$ cat config.mk
export PLATFORM = sky130hd
export DESIGN_NAME = cache_control_flat
export DESIGN_NICKNAME = d
export VERILOG_FILES = /design/src/rtl/cache_control_if.sv /design/src/rtl/cache_control.sv /design/src/flat_wrapper.sv
export SDC_FILE = /design/constraint.sdc
export NUM_CORES = 1
export LEC_CHECK = 0
export ABC_AREA = 1
export CAP_MARGIN = 20
export CORE_MARGIN = 1
export CORE_UTILIZATION = 49
export CTS_CLUSTER_SIZE = 10
export DETAILED_ROUTE_END_ITERATION = 12
export PLACE_DENSITY = 0.91
export SYNTH_ARGS = -nofsm -noshare
export SYNTH_HDL_FRONTEND = slang
export SYNTH_SLANG_ARGS = --single-unit
$ cat constraint.sdc
create_clock -name clk -period 1.7 [get_ports clk]
set_clock_uncertainty 0.1 [all_clocks]
set_input_delay 0.255 -clock clk [delete_from_list [all_inputs] [get_ports clk]]
set_output_delay 0.255 -clock clk [all_outputs]
set_load 0.02 [all_outputs]
$ cat src/rtl/cache_control_if.sv
// Handshake and datapath bundle for the L1 cache controller.
// The master side is the controller. The slave side is the CPU, physical memory and the cache datapath.
interface cache_control_if;
    logic mem_read;
    logic mem_write;
    logic mem_resp;

    logic pmem_read;
    logic pmem_write;
    logic pmem_resp;
    logic pmem_addr_sel;

    logic ishit_w1;
    logic ishit_w2;
    logic isdirty_w1;
    logic isdirty_w2;
    logic isvalid_w1;
    logic isvalid_w2;
    logic lru_out;

    logic load_tag_w1;
    logic load_tag_w2;
    logic load_valid_w1;
    logic load_valid_w2;
    logic load_dirty_w1;
    logic load_dirty_w2;
    logic dirty_in;
    logic load_datastore_w1;
    logic load_datastore_w2;
    logic datastore_in_mux_sel;
    logic load_lru;
    logic lru_in;

    modport master (
        input  mem_read, mem_write, pmem_resp,
               ishit_w1, ishit_w2, isdirty_w1, isdirty_w2,
               isvalid_w1, isvalid_w2, lru_out,
        output mem_resp, pmem_read, pmem_write, pmem_addr_sel,
               load_tag_w1, load_tag_w2, load_valid_w1, load_valid_w2,
               load_dirty_w1, load_dirty_w2, dirty_in,
               load_datastore_w1, load_datastore_w2, datastore_in_mux_sel,
               load_lru, lru_in
    );

    modport slave (
        output mem_read, mem_write, pmem_resp,
               ishit_w1, ishit_w2, isdirty_w1, isdirty_w2,
               isvalid_w1, isvalid_w2, lru_out,
        input  mem_resp, pmem_read, pmem_write, pmem_addr_sel,
               load_tag_w1, load_tag_w2, load_valid_w1, load_valid_w2,
               load_dirty_w1, load_dirty_w2, dirty_in,
               load_datastore_w1, load_datastore_w2, datastore_in_mux_sel,
               load_lru, lru_in
    );
endinterface

$ cat src/rtl/cache_control.sv
// Control FSM for the 2-way set-associative L1 cache.
// It sequences hits, dirty-victim writeback and line allocation, and keeps saturating hit/miss counters.
module cache_control #(
    parameter int CNT_WIDTH = 16
) (
    input  logic                 clk,
    input  logic                 rst,
    cache_control_if.master      bus,
    output logic [CNT_WIDTH-1:0] hit_count,
    output logic [CNT_WIDTH-1:0] miss_count
);

    typedef enum logic [1:0] {
        HIT_CHECK,
        WRITEBACK,
        ALLOCATE
    } state_t;

    state_t state;
    state_t next_state;

    logic missed;
    logic set_missed;
    logic req;
    logic hit;
    logic hit_way2;
    logic victim_dirty;

    logic resp;
    logic ld_tag_w1, ld_tag_w2;
    logic ld_valid_w1, ld_valid_w2;
    logic ld_dirty_w1, ld_dirty_w2;
    logic ld_data_w1, ld_data_w2;
    logic ld_lru;

    assign req          = bus.mem_read | bus.mem_write;
    assign hit          = bus.ishit_w1 | bus.ishit_w2;
    // A double hit is illegal; way 1 takes priority.
    assign hit_way2     = bus.ishit_w2 & ~bus.ishit_w1;
    assign victim_dirty = bus.lru_out ? (bus.isvalid_w2 & bus.isdirty_w2)
                                      : (bus.isvalid_w1 & bus.isdirty_w1);

    always_ff @(posedge clk) begin
        if (rst) begin
            state <= HIT_CHECK;
        end else begin
            state <= next_state;
        end
    end

    always_comb begin
        next_state               = state;
        set_missed               = 1'b0;
        resp                     = 1'b0;
        bus.pmem_read            = 1'b0;
        bus.pmem_write           = 1'b0;
        bus.pmem_addr_sel        = 1'b0;
        bus.dirty_in             = 1'b0;
        bus.datastore_in_mux_sel = 1'b0;
        bus.lru_in               = 1'b0;
        ld_tag_w1                = 1'b0;
        ld_tag_w2                = 1'b0;
        ld_valid_w1              = 1'b0;
        ld_valid_w2              = 1'b0;
        ld_dirty_w1              = 1'b0;
        ld_dirty_w2              = 1'b0;
        ld_data_w1               = 1'b0;
        ld_data_w2               = 1'b0;
        ld_lru                   = 1'b0;

        case (state)
            HIT_CHECK: begin
                if (req && hit) begin
                    resp       = 1'b1;
                    ld_lru     = 1'b1;
                    bus.lru_in = ~hit_way2;
                    if (bus.mem_write) begin
                        bus.dirty_in = 1'b1;
                        if (hit_way2) begin
                            ld_data_w2  = 1'b1;
                            ld_dirty_w2 = 1'b1;
                        end else begin
                            ld_data_w1  = 1'b1;
                            ld_dirty_w1 = 1'b1;
                        end
                    end
                end else if (req) begin
                    set_missed = 1'b1;
                    next_state = victim_dirty ? WRITEBACK : ALLOCATE;
                end
            end

            WRITEBACK: begin
                bus.pmem_write    = 1'b1;
                bus.pmem_addr_sel = 1'b1;
                if (bus.pmem_resp) begin
                    next_state = ALLOCATE;
                end
            end

            ALLOCATE: begin
                bus.pmem_read = 1'b1;
                if (bus.pmem_resp) begin
                    // The LRU array is left alone here; the retried access updates it as a hit.
                    bus.datastore_in_mux_sel = 1'b1;
                    if (bus.lru_out) begin
                        ld_data_w2  = 1'b1;
                        ld_tag_w2   = 1'b1;
                        ld_valid_w2 = 1'b1;
                        ld_dirty_w2 = 1'b1;
                    end else begin
                        ld_data_w1  = 1'b1;
                        ld_tag_w1   = 1'b1;
                        ld_valid_w1 = 1'b1;
                        ld_dirty_w1 = 1'b1;
                    end
                    next_state = HIT_CHECK;
                end
            end

            default: begin
                next_state = HIT_CHECK;
            end
        endcase
    end

    // Reset suppresses every array write so no line is corrupted in the reset cycle.
    assign bus.mem_resp          = resp;
    assign bus.load_tag_w1       = ld_tag_w1   & ~rst;
    assign bus.load_tag_w2       = ld_tag_w2   & ~rst;
    assign bus.load_valid_w1     = ld_valid_w1 & ~rst;
    assign bus.load_valid_w2     = ld_valid_w2 & ~rst;
    assign bus.load_dirty_w1     = ld_dirty_w1 & ~rst;
    assign bus.load_dirty_w2     = ld_dirty_w2 & ~rst;
    assign bus.load_datastore_w1 = ld_data_w1  & ~rst;
    assign bus.load_datastore_w2 = ld_data_w2  & ~rst;
    assign bus.load_lru          = ld_lru      & ~rst;

    always_ff @(posedge clk) begin
        if (rst) begin
            hit_count  <= '0;
            miss_count <= '0;
            missed     <= 1'b0;
        end else if (resp) begin
            if (missed) begin
                if (miss_count != '1) begin
                    miss_count <= miss_count + 1'b1;
                end
            end else if (hit_count != '1) begin
                hit_count <= hit_count + 1'b1;
            end
            missed <= 1'b0;
        end else if (set_missed) begin
            missed <= 1'b1;
        end
    end

endmodule
$ cat src/flat_wrapper.sv
// flat-port wrapper written by rule: the top's interface ports become plain ports
module cache_control_flat 
#(
    parameter int CNT_WIDTH = 16
)
  (clk, rst, hit_count, miss_count, bus_mem_read, bus_mem_write, bus_pmem_resp, bus_ishit_w1, bus_ishit_w2, bus_isdirty_w1, bus_isdirty_w2, bus_isvalid_w1, bus_isvalid_w2, bus_lru_out, bus_mem_resp, bus_pmem_read, bus_pmem_write, bus_pmem_addr_sel, bus_load_tag_w1, bus_load_tag_w2, bus_load_valid_w1, bus_load_valid_w2, bus_load_dirty_w1, bus_load_dirty_w2, bus_dirty_in, bus_load_datastore_w1, bus_load_datastore_w2, bus_datastore_in_mux_sel, bus_load_lru, bus_lru_in);
  cache_control_if bus_i ();
  input  logic clk;
  input  logic rst;
  output logic [CNT_WIDTH-1:0] hit_count;
  output logic [CNT_WIDTH-1:0] miss_count;
  input wire logic [$bits(bus_i.mem_read)-1:0] bus_mem_read;
  input wire logic [$bits(bus_i.mem_write)-1:0] bus_mem_write;
  input wire logic [$bits(bus_i.pmem_resp)-1:0] bus_pmem_resp;
  input wire logic [$bits(bus_i.ishit_w1)-1:0] bus_ishit_w1;
  input wire logic [$bits(bus_i.ishit_w2)-1:0] bus_ishit_w2;
  input wire logic [$bits(bus_i.isdirty_w1)-1:0] bus_isdirty_w1;
  input wire logic [$bits(bus_i.isdirty_w2)-1:0] bus_isdirty_w2;
  input wire logic [$bits(bus_i.isvalid_w1)-1:0] bus_isvalid_w1;
  input wire logic [$bits(bus_i.isvalid_w2)-1:0] bus_isvalid_w2;
  input wire logic [$bits(bus_i.lru_out)-1:0] bus_lru_out;
  output wire logic [$bits(bus_i.mem_resp)-1:0] bus_mem_resp;
  output wire logic [$bits(bus_i.pmem_read)-1:0] bus_pmem_read;
  output wire logic [$bits(bus_i.pmem_write)-1:0] bus_pmem_write;
  output wire logic [$bits(bus_i.pmem_addr_sel)-1:0] bus_pmem_addr_sel;
  output wire logic [$bits(bus_i.load_tag_w1)-1:0] bus_load_tag_w1;
  output wire logic [$bits(bus_i.load_tag_w2)-1:0] bus_load_tag_w2;
  output wire logic [$bits(bus_i.load_valid_w1)-1:0] bus_load_valid_w1;
  output wire logic [$bits(bus_i.load_valid_w2)-1:0] bus_load_valid_w2;
  output wire logic [$bits(bus_i.load_dirty_w1)-1:0] bus_load_dirty_w1;
  output wire logic [$bits(bus_i.load_dirty_w2)-1:0] bus_load_dirty_w2;
  output wire logic [$bits(bus_i.dirty_in)-1:0] bus_dirty_in;
  output wire logic [$bits(bus_i.load_datastore_w1)-1:0] bus_load_datastore_w1;
  output wire logic [$bits(bus_i.load_datastore_w2)-1:0] bus_load_datastore_w2;
  output wire logic [$bits(bus_i.datastore_in_mux_sel)-1:0] bus_datastore_in_mux_sel;
  output wire logic [$bits(bus_i.load_lru)-1:0] bus_load_lru;
  output wire logic [$bits(bus_i.lru_in)-1:0] bus_lru_in;
  assign bus_i.mem_read = bus_mem_read;
  assign bus_i.mem_write = bus_mem_write;
  assign bus_i.pmem_resp = bus_pmem_resp;
  assign bus_i.ishit_w1 = bus_ishit_w1;
  assign bus_i.ishit_w2 = bus_ishit_w2;
  assign bus_i.isdirty_w1 = bus_isdirty_w1;
  assign bus_i.isdirty_w2 = bus_isdirty_w2;
  assign bus_i.isvalid_w1 = bus_isvalid_w1;
  assign bus_i.isvalid_w2 = bus_isvalid_w2;
  assign bus_i.lru_out = bus_lru_out;
  assign bus_mem_resp = bus_i.mem_resp;
  assign bus_pmem_read = bus_i.pmem_read;
  assign bus_pmem_write = bus_i.pmem_write;
  assign bus_pmem_addr_sel = bus_i.pmem_addr_sel;
  assign bus_load_tag_w1 = bus_i.load_tag_w1;
  assign bus_load_tag_w2 = bus_i.load_tag_w2;
  assign bus_load_valid_w1 = bus_i.load_valid_w1;
  assign bus_load_valid_w2 = bus_i.load_valid_w2;
  assign bus_load_dirty_w1 = bus_i.load_dirty_w1;
  assign bus_load_dirty_w2 = bus_i.load_dirty_w2;
  assign bus_dirty_in = bus_i.dirty_in;
  assign bus_load_datastore_w1 = bus_i.load_datastore_w1;
  assign bus_load_datastore_w2 = bus_i.load_datastore_w2;
  assign bus_datastore_in_mux_sel = bus_i.datastore_in_mux_sel;
  assign bus_load_lru = bus_i.load_lru;
  assign bus_lru_in = bus_i.lru_in;
  cache_control #(.CNT_WIDTH(CNT_WIDTH)) u_core (.clk(clk), .rst(rst), .bus(bus_i), .hit_count(hit_count), .miss_count(miss_count));
endmodule
==> impl_metrics.json, run 1 <==
{
  "grt_max_degree": 17,
  "cp-start-kind": "input port",
  "fin_nets": 508,
  "grt_use_total": 0.309,
  "crit_slowest_cell": "clkdlybuf4s50_1",
  "start_util": 0.526,
  "synth-seq-cells": 35,
  "placedCellCount": 528,
  "path_cells": "clkdlybuf4s50_1, inv_1, nand2_4, nand2_4, buf_6, nor2_4, buf_12, nand2_4, nor2_2, nand3_1, nand2_1, nor2_1",
  "syn_area_per_cell_sq_um": 6.14,
  "hold_viol": 0,
  "failed_checks": "DRC, setup timing",
  "final_max_slew_viol_count": 0,
  "yosys.area_share.xor_xnor": 0.00744,
  "yosysWarnings": 0,
  "cp_num_buf_inv": 4,
  "finalCriticalPeriod_ns": 1.77,
  "ios": 60,
  "hpwlAfterDp_mm": 4.73,
  "clkSinkCount": 35,
  "drive_gt1_frac": 0.298,
  "required_ns": 1.80,
  "drt-initial-drc-count": 430,
  "cts_tree": "yes",
  "layout_common_cells": "102 x nand2_1, 61 x nor2_1, 59 x buf_4, 50 x inv_1, 29 x nand3_1",
  "utilization": 0.803,
  "wl_per_cell_um": 16.2,
  "cts_buffer_depth": 2,
  "critPathTopFamily": "buffers and inverters",
  "synthAdderAreaFrac": 0.0106,
  "vias_per_cell": 5.77,
  "tns_ns": -0.517,
  "fmax_ghz": 0.566,
  "yosys-mux-area-fraction": 0,
  "antenna_left": 0,
  "rsz0062_at_grt": "yes",
  "synthesis.area_sq_mm": 0.00235,
  "hold_slack_ns": 0.358,
  "placementRows": 24,
  "maxCapViolations": 0,
  "critPathKind": "input port to flop",
  "cp_max_fo": 13,
  "synth_top_family_by_area": "simple AND/OR/NAND/NOR gates",
  "power_leakage_nw": 1.86,
  "yosys.area_share.simple": 0.488,
  "insertion_delay_ns": 0.30,
  "finalWorstSetupSlack_ns": -0.0667,
  "setup-violations-final": 18,
  "final_common_cell": "nand2_1",
  "post_synth_num_cell_types": 27,
  "slew_headroom": 0.757,
  "synth-compound-area-share": 0.0558,
  "core_sq_mm": 0.00447,
  "r2r_start": "u_core.state[1]$_SDFFE_PP0P_",
  "clockRootBuffer": "clkbuf_8",
  "syn_to_final_growth_pct": 52.6,
  "status": "complete, but fails checks",
  "critPathMaxStageDelay_ns": 0.47,
  "min_period_over_period": 1.04,
  "cp_common_cell": "nand2_4",
  "hold_start": "rst",
  "drc": 6,
  "cts.clk_slew.worst_paths_ns": 0.08,
  "min-delay-path-class": "input port to flop",
  "dieHeight_um": 71.3,
  "first_pass_iters": 9,
  "p_per_area_mw_per_mm2": 603,
  "arrival_ns": 1.86,
  "die_area_sq_mm": 0.00508,
  "holdBufCountCts": 0,
  "chipWidth_um": 71.3,
  "tightest_slew_ns": 0.363,
  "ir_drop_mv": 0.472,
  "htree_levels": 2,
  "grt_pass1_vias": 2823,
  "layout.cells.non_filler": 546,
  "port-buffer-count": 59,
  "synth_nets": 397,
  "grt_overflow": 0,
  "diodes": 0,
  "gp_congestion": 0.829,
  "vias": 3150,
  "critPathLaunch": "bus_mem_read",
  "drt_wl_total_mm": 8.84,
  "grt_pass1_wl_mm": 12.5,
  "yosysSeqAreaShare": 0.298,
  "place_ws_ns": -0.598,
  "end_kind": "flop",
  "numCtsBuffers": 5,
  "synthCells": 383,
  "antenna_found_initial": 0
}
[cell usage after synthesis]
| library cell | instances | area share |
|---|---|---|
| a211oi_1 | 1 | 0.0032 |
| a21oi_1 | 19 | 0.040 |
| a22oi_1 | 1 | 0.0032 |
| a31oi_1 | 1 | 0.0027 |
| a41oi_1 | 1 | 0.0037 |
| buf_2 | 1 | 0.0021 |
| buf_4 | 6 | 0.019 |
| buf_6 | 6 | 0.029 |
| clkbuf_1 | 1 | 0.0016 |
| clkinv_1 | 1 | 0.0016 |
| dfxtp_1 | 35 | 0.30 |
| ha_1 | 2 | 0.011 |
| inv_1 | 55 | 0.088 |
| nand2_1 | 107 | 0.17 |
| nand2_2 | 5 | 0.013 |
| nand2_4 | 1 | 0.0048 |
| nand3_1 | 31 | 0.066 |
| nand3_2 | 11 | 0.047 |
| nand3b_1 | 3 | 0.0096 |
| nand4_1 | 3 | 0.0080 |
| nor2_1 | 75 | 0.12 |
| nor2_2 | 4 | 0.011 |
| nor2_4 | 6 | 0.029 |
| nor3_1 | 2 | 0.0043 |
| nor4_1 | 2 | 0.0053 |
| o22ai_1 | 1 | 0.0027 |
| xnor2_1 | 2 | 0.0074 |
[sequential cells by signal, summed over array words and instances (netlist names)]
name	flops
u_core.missed	1
u_core.miss_count	16
u_core.hit_count	16
u_core.state	2
[where the power goes]
group / total, mW / switching, mW / internal, mW
sequential: 0.875 / 0.0269 / 0.848
clock: 0.654 / 0.335 / 0.319
combinational: 0.638 / 0.365 / 0.272
total: 2.17 / 0.727 / 1.44
[per-stage QoR]
stage          instance area, sq um  total power [mW]
6_report                       3590              2.17
5_1_grt                        3590              2.24
4_1_cts                        3390              2.05
3_5_place_dp                   3250              1.40
3_3_place_gp                   3250              1.38
2_1_floorplan                  2360              1.19
[logic make-up (layout without fill, tap and decap cells)]
| group | Yosys count | count (layout) |
|---|---|---|
| AND/OR/NAND/NOR | 250 | 252 |
| buffers and inverters | 70 | 179 |
| flip-flops | 35 | 35 |
| AO/OA/AOI/OAI | 24 | 24 |
| adder cells (fa/ha/maj) | 2 | 2 |
| XOR/XNOR | 2 | 2 |
[cell type report]
cell class	count	area, sq um
Multi-Input combinational cell	280	1500
Timing Repair Buffer	116	1020
Fill cell	273	883
Sequential cell	35	712
Inverter	56	210
Clock buffer	6	82.6
Tap cell	52	65.1
Clock inverter	1	5.00
[layer usage]
layer / track usage / vias up / part of all wire
met2: 0.515 / 220 / 0.49
li1: - / 1401 / -
met4: 0.182 / 0 / 0.047
met5: 0 / - / 0
met1: 0.366 / 1473 / 0.38
met3: 0.0647 / 56 / 0.079
[what timing repair did]
item,CTS,global route
buffers inserted,3,6
resized for setup,109,49
setup endpoints to repair,67,56
pin swaps,5,8
cloned,2,0
[final timing paths]
kind | to | slack, ns | depth (start not counted)
setup / recovery | u_core.miss_count[11]$_SDFFE_PP0P_ | -0.07 | 12
hold / removal | u_core.state[1]$_SDFFE_PP0P_ | 0.36 | 3
setup reg to reg | u_core.miss_count[7]$_SDFFE_PP0P_ | -0.06 | 9
hold reg to reg | u_core.hit_count[9]$_SDFFE_PP0P_ | 0.45 | 2
[tightest hold or removal path: cells and delay by family]
family	cells	cell delay, ns
buffers and inverters	2	0.43
AOI/OAI and AO/OA	1	0.04
Note: power is estimated with default switching activity, not from simulation.
==> run 2: changes to the inputs <==
ABC_CLOCK_PERIOD_IN_PS = 1700   (was not set)
==> results of run 2 <==
Final layout, timing and power as in run 1 (identical DEF).
